===== config.mk =====
export PLATFORM = sky130hd
export DESIGN_NAME = sram_imem_arbiter
export DESIGN_NICKNAME = d
export VERILOG_FILES = /design/src/rtl/sram_imem_pkg.sv /design/src/rtl/sram_rr_arb2.sv /design/src/rtl/sram_imem_arbiter.sv
export SDC_FILE = /design/constraint.sdc
export NUM_CORES = 1
export LEC_CHECK = 0
export BUFFER_PORTS_ARGS = -buffer_cell sky130_fd_sc_hd__clkbuf_2
export CAP_MARGIN = 40
export CORE_MARGIN = 2
export CORE_UTILIZATION = 40
export CTS_CLUSTER_SIZE = 8
export DETAILED_ROUTE_END_ITERATION = 8
export PLACE_DENSITY = 0.65
export SYNTH_ARGS = -nofsm -noshare
export SYNTH_HDL_FRONTEND = slang
export SYNTH_SLANG_ARGS = --single-unit

===== constraint.sdc =====
create_clock -name clk -period 1.7 [get_ports clk]
set_input_delay 0.34 -clock clk [delete_from_list [all_inputs] [get_ports clk]]
set_output_delay 0.34 -clock clk [all_outputs]
set_load 0.05 [all_outputs]

===== src/rtl/sram_imem_pkg.sv =====
// rtl/sram_imem_pkg.sv - shared constants and types for the instruction SRAM arbiter
package sram_imem_pkg;

  localparam int DATA_WIDTH = 2;
  localparam int ADDR_WIDTH = 4;

  // Requester IDs as seen on rsp_id and in the arbiter's last-grant register
  localparam logic ID_FETCH = 1'b0;
  localparam logic ID_LOAD  = 1'b1;

  typedef enum logic {
    INIT = 1'b0,
    RUN  = 1'b1
  } state_t;

endpackage


===== src/rtl/sram_rr_arb2.sv =====
// rtl/sram_rr_arb2.sv - two-way round-robin arbiter between fetch (A) and loader (B)
module sram_rr_arb2
  import sram_imem_pkg::*;
(
  input  logic clk,
  input  logic rst_n,
  input  logic en,
  input  logic a_valid,
  input  logic b_valid,
  output logic a_grant,
  output logic b_grant
);

  logic last_grant;

  // When both ask, the requester not served most recently wins
  always_comb begin
    a_grant = en & a_valid & (~b_valid | (last_grant == ID_LOAD));
    b_grant = en & b_valid & (~a_valid | (last_grant == ID_FETCH));
  end

  // Track the latest winner; reset pretends B won last so A goes first
  always_ff @(posedge clk or negedge rst_n) begin
    if (!rst_n) begin
      last_grant <= ID_LOAD;
    end else if (a_grant) begin
      last_grant <= ID_FETCH;
    end else if (b_grant) begin
      last_grant <= ID_LOAD;
    end
  end

endmodule


===== src/rtl/sram_imem_arbiter.sv =====
// rtl/sram_imem_arbiter.sv - shares the single-port instruction SRAM between fetch and loader
module sram_imem_arbiter
  import sram_imem_pkg::*;
#(
  parameter int DATA_WIDTH     = sram_imem_pkg::DATA_WIDTH,
  parameter int ADDR_WIDTH     = sram_imem_pkg::ADDR_WIDTH,
  parameter int CLEAR_ON_RESET = 1
) (
  input  logic                  clk,
  input  logic                  rst_n,
  input  logic                  a_req_valid,
  output logic                  a_req_ready,
  input  logic [ADDR_WIDTH-1:0] a_req_addr,
  input  logic                  b_req_valid,
  output logic                  b_req_ready,
  input  logic                  b_req_we,
  input  logic [ADDR_WIDTH-1:0] b_req_addr,
  input  logic [DATA_WIDTH-1:0] b_req_wdata,
  output logic                  rsp_valid,
  output logic                  rsp_id,
  output logic                  rsp_we,
  output logic [DATA_WIDTH-1:0] rsp_rdata,
  output logic                  init_done,
  output logic                  sram_csb0,
  output logic                  sram_web0,
  output logic [ADDR_WIDTH-1:0] sram_addr0,
  output logic [DATA_WIDTH-1:0] sram_din0,
  input  logic [DATA_WIDTH-1:0] sram_dout0
);

  localparam logic [ADDR_WIDTH-1:0] LAST_ADDR   = '1;
  localparam state_t                RESET_STATE = (CLEAR_ON_RESET != 0) ? INIT : RUN;

  state_t                state;
  state_t                state_next;
  logic [ADDR_WIDTH-1:0] init_cnt;
  logic                  run;
  logic                  a_grant;
  logic                  b_grant;
  logic                  accept;
  logic                  acc_we;
  logic [ADDR_WIDTH-1:0] acc_addr;
  logic [DATA_WIDTH-1:0] acc_wdata;
  logic                  s1_valid;
  logic                  s1_id;
  logic                  s1_we;
  logic                  s2_valid;
  logic                  s2_id;
  logic                  s2_we;

  assign run         = (state == RUN);
  assign init_done   = run;
  assign a_req_ready = a_grant;
  assign b_req_ready = b_grant;

  sram_rr_arb2 u_arb (
    .clk     (clk),
    .rst_n   (rst_n),
    .en      (run),
    .a_valid (a_req_valid),
    .b_valid (b_req_valid),
    .a_grant (a_grant),
    .b_grant (b_grant)
  );

  // Mux the winning request onto the issue path; fetch is always a read
  always_comb begin
    accept    = a_grant | b_grant;
    acc_we    = b_grant & b_req_we;
    acc_addr  = b_grant ? b_req_addr : a_req_addr;
    acc_wdata = acc_we ? b_req_wdata : '0;
  end

  // Leave the clear sequence once the last address has been issued
  always_comb begin
    state_next = state;
    if ((state == INIT) && (init_cnt == LAST_ADDR)) begin
      state_next = RUN;
    end
  end

  // State register
  always_ff @(posedge clk or negedge rst_n) begin
    if (!rst_n) begin
      state <= RESET_STATE;
    end else begin
      state <= state_next;
    end
  end

  // Clear address counter, walks every word once while clearing
  always_ff @(posedge clk or negedge rst_n) begin
    if (!rst_n) begin
      init_cnt <= '0;
    end else if (state == INIT) begin
      init_cnt <= init_cnt + 1'b1;
    end
  end

  // Macro pin registers; addr/din hold when idle to avoid needless toggling
  always_ff @(posedge clk or negedge rst_n) begin
    if (!rst_n) begin
      sram_csb0  <= 1'b1;
      sram_web0  <= 1'b1;
      sram_addr0 <= '0;
      sram_din0  <= '0;
    end else if (state == INIT) begin
      sram_csb0  <= 1'b0;
      sram_web0  <= 1'b0;
      sram_addr0 <= init_cnt;
      sram_din0  <= '0;
    end else if (accept) begin
      sram_csb0  <= 1'b0;
      sram_web0  <= ~acc_we;
      sram_addr0 <= acc_addr;
      sram_din0  <= acc_wdata;
    end else begin
      sram_csb0  <= 1'b1;
      sram_web0  <= 1'b1;
    end
  end

  // Two metadata stages matching the macro's sample edge and data-valid edge
  always_ff @(posedge clk or negedge rst_n) begin
    if (!rst_n) begin
      s1_valid <= 1'b0;
      s1_id    <= ID_FETCH;
      s1_we    <= 1'b0;
      s2_valid <= 1'b0;
      s2_id    <= ID_FETCH;
      s2_we    <= 1'b0;
    end else begin
      s1_valid <= accept;
      s1_id    <= b_grant ? ID_LOAD : ID_FETCH;
      s1_we    <= acc_we;
      s2_valid <= s1_valid;
      s2_id    <= s1_id;
      s2_we    <= s1_we;
    end
  end

  // Response register; read data captured from the macro, held between reads
  always_ff @(posedge clk or negedge rst_n) begin
    if (!rst_n) begin
      rsp_valid <= 1'b0;
      rsp_id    <= ID_FETCH;
      rsp_we    <= 1'b0;
      rsp_rdata <= '0;
    end else begin
      rsp_valid <= s2_valid;
      if (s2_valid) begin
        rsp_id <= s2_id;
        rsp_we <= s2_we;
        if (!s2_we) begin
          rsp_rdata <= sram_dout0;
        end
      end
    end
  end

endmodule


==> flow_metrics.tcl <==
set metrics [dict create \
    outcome "finished with violations" \
    violations "negative setup slack" \
    synth_top_area_share 0.5663 \
    synth_nets 85 \
    max_slew_margin 0.5961 \
    clock-sinks 25 \
    endpoint_kind "primary output" \
    yosys-mux-area-fraction 0.05792 \
    critPathMaxStageDelay_ns 0.58 \
    syn-cell-area_um2 972.2 \
    wire_per_inst_um 12.49 \
    grt_setup_unrepaired "true" \
    critical-path-top-delay-family "flip-flops" \
    antenna_found_initial 0 \
    grt_pass1_wl_um 2684 \
    rows 17 \
    p_leak_nw 0.6090 \
    synthSimpleGateAreaFrac 0.1351 \
    synth_common_cells "dfrtp_1 (22), nor2b_1 (7), mux2_2 (5)" \
    viasPerCell 5.052 \
    power.total_mw 1.212 \
    post_synth.cell_area_avg_um2 14.51 \
    area_growth_syn_to_layout_pct 30.37 \
    cts_max_level 1 \
    synth_top_family_by_area "simple AND/OR/NAND/NOR gates" \
    p_per_area_nw_per_um2 956.0 \
    firstDrtPassIters 4 \
    core_um2 2255 \
    synthTopCellsByArea "dfrtp_1 (57%), dfstp_2 (8.1%), mux2_2 (5.8%)" \
    dp.final_hpwl_um 1215 \
    setup_ws_ns -0.01757 \
    placed_cells 126 \
    hold_viol 0 \
    clkSlewWorstSetupHoldPaths_ns 0.14 \
    finalCritPeriodShare 1.010 \
    maxCapViolations 0 \
    start_util 0.4312 \
    synth_edf_count 0 \
    yosysWarningCount 0 \
    insertedDiodeCount 0 \
    drc_errors 0 \
    synth_fa_ha_area_frac 0.01287 \
    setup_tns_ns -0.01757 \
    grt_max_degree 26 \
    dieArea_um2 2841 \
    finalMaxSlewViolations 0 \
    fillers 203 \
    critPathLaunchType "flop" \
    path_cells "nand2b_4, and3_4, clkbuf_16" \
    hold_path.class "input port to asynchronous set/reset pin" \
    gp_congestion 0.7045 \
    root_buffer "clkbuf_4" \
    ys_ff_latch 25 \
    synth-main-ff-cell "dfrtp_1" \
    worstMarginPinSlew_ns 0.6058 \
    required_ns 1.36 \
    r2r_slack_ns 0.28 \
    io_buffer_count 32 \
    cts_tree "built" \
    placed_cell_area_um2 1162 \
    clock.fmax_mhz 582.2 \
    route.antenna.remaining_nets 0 \
    crit_slowest_cell "dfstp_2" \
    synth_compound_area_frac 0.1068 \
    synthXorXnorAreaFrac 0.02703 \
    worst-path-buf-inv 1 \
    io_pins 33 \
    netlist.top_cell.by_area "dfrtp_1" \
    grt_overflow_total 0 \
    grt_pass1_vias 651 \
    post-route-cell-area_um2 1267 \
    stdcell_count 135 \
    clk_path_buf_depth 2 \
    critical_path_depth 3 \
    setup-violations-final 1 \
    first_iter_violations 5 \
    cp_data_arrival_time_ns 1.38 \
    grtUsageTotal 0.1346 \
    routed_wl_um 1686 \
    path_class "flop to primary output" \
    min_period_ns 1.718 \
    holdWs_ns 0.003301 \
    rr_worst_depth 4 \
    yosysUniqueCellTypes 24 \
    die_h_um 53.30 \
    synth-async-reset-ratio 1.000 \
    layout.nets 126 \
    synth_cells 67 \
    seq_area_frac_synth 0.6474 \
    layout-drive-gt1-share 0.5234 \
    insertion_delay_ns 0.32 \
    vdd_drop_max_mv 0.6725 \
    vias 682 \
    skew_ns 0.008040 \
    synth_most_common_cell "dfrtp_1" \
    crit_path_max_fanout 3 \
    die_x_um 53.30 \
    cts_made_buffers 3 \
]
==> state kept, by name (all words and copies together) (netlist names), 2 cells and up <==
| register | count |
|---|---|
| sram_din0 | 2 |
| sram_addr0 | 4 |
| rsp_rdata | 2 |
| init_cnt | 4 |
==> power by group <==
group          switching, mW  internal (mW)  total, mW
clock network          0.176         0.0898      0.265
registers             0.0215          0.640      0.662
logic                  0.181          0.104      0.284
==> cell type report <==
cell class,instances,area [um^2],share of cell area
clock buffers,3,22.52,0.01777
clock inverters,1,7.507,0.005923
multi-input cells,40,337.8,0.2665
flip-flops and latches,25,629.4,0.4965
well taps,28,35.03,0.02764
repair buffers,38,235.2,0.1856
==> layout by cell type, fill, tap and decap left out, types with 2 or more instances in the layout <==
| cell type | n |
|---|---|
| dfstp_2 | 3 |
| nor2b_1 | 7 |
| dfrtp_1 | 22 |
| clkbuf_2 | 30 |
| clkbuf_4 | 3 |
| buf_4 | 6 |
| xnor2_1 | 3 |
| mux2_2 | 5 |
| a31o_1 | 3 |
| a22o_1 | 2 |
| nand3b_1 | 2 |
| and3_4 | 2 |
| a221o_1 | 3 |
==> path summary, 6_finish.rpt <==
check	startpoint	endpoint
max	u_arb.last_grant	a_req_ready
min	rst_n	sram_addr0[0]
max reg2reg	u_arb.last_grant	sram_addr0[2]
min reg2reg	s1_we	s2_we
max in group asynchronous	rst_n	s1_we
min in group clk	b_req_wdata[0]	sram_din0[0]
==> worst register-to-register path: cells and delay by family (launching register included) <==
kind | cells | cell delay, ns
flip-flops | 1 | 0.58
AO/OA/AOI/OAI | 1 | 0.34
AND/OR/NAND/NOR | 2 | 0.27
buffers and inverters | 1 | 0.14
==> routing by layer <==
metal,share of wire,vias to the layer above,global-route usage
met5,0,-,0
met4,0.0065,0,0.06410
met3,0.049,2,0.03390
met2,0.52,21,0.2346
met1,0.43,334,0.1511
li1,-,325,-
==> through the flow <==
step / utilization / worst slack (ns)
after global routing: 0.5622 / -0.06981
after CTS: 0.5516 / -0.01375
after detailed placement: 0.5155 / 0.2130
final: 0.5622 / -0.01757
after global placement: 0.5155 / 0.2359
after floorplan: - / 0.1673
==> kinds of logic after synthesis <==
kind of cell,after synthesis
compound gates,12
mux,5
fa+ha+maj,1
simple gates,19
flops,25
xor+xnor,3
buf+inv,2
==> timing repair <==
item,4_1_cts,5_1_grt
hold buffers,0,0
resized for setup,6,1
setup endpoints to repair,2,2
setup buffers,2,3
Power figures use the tool's default switching activity.
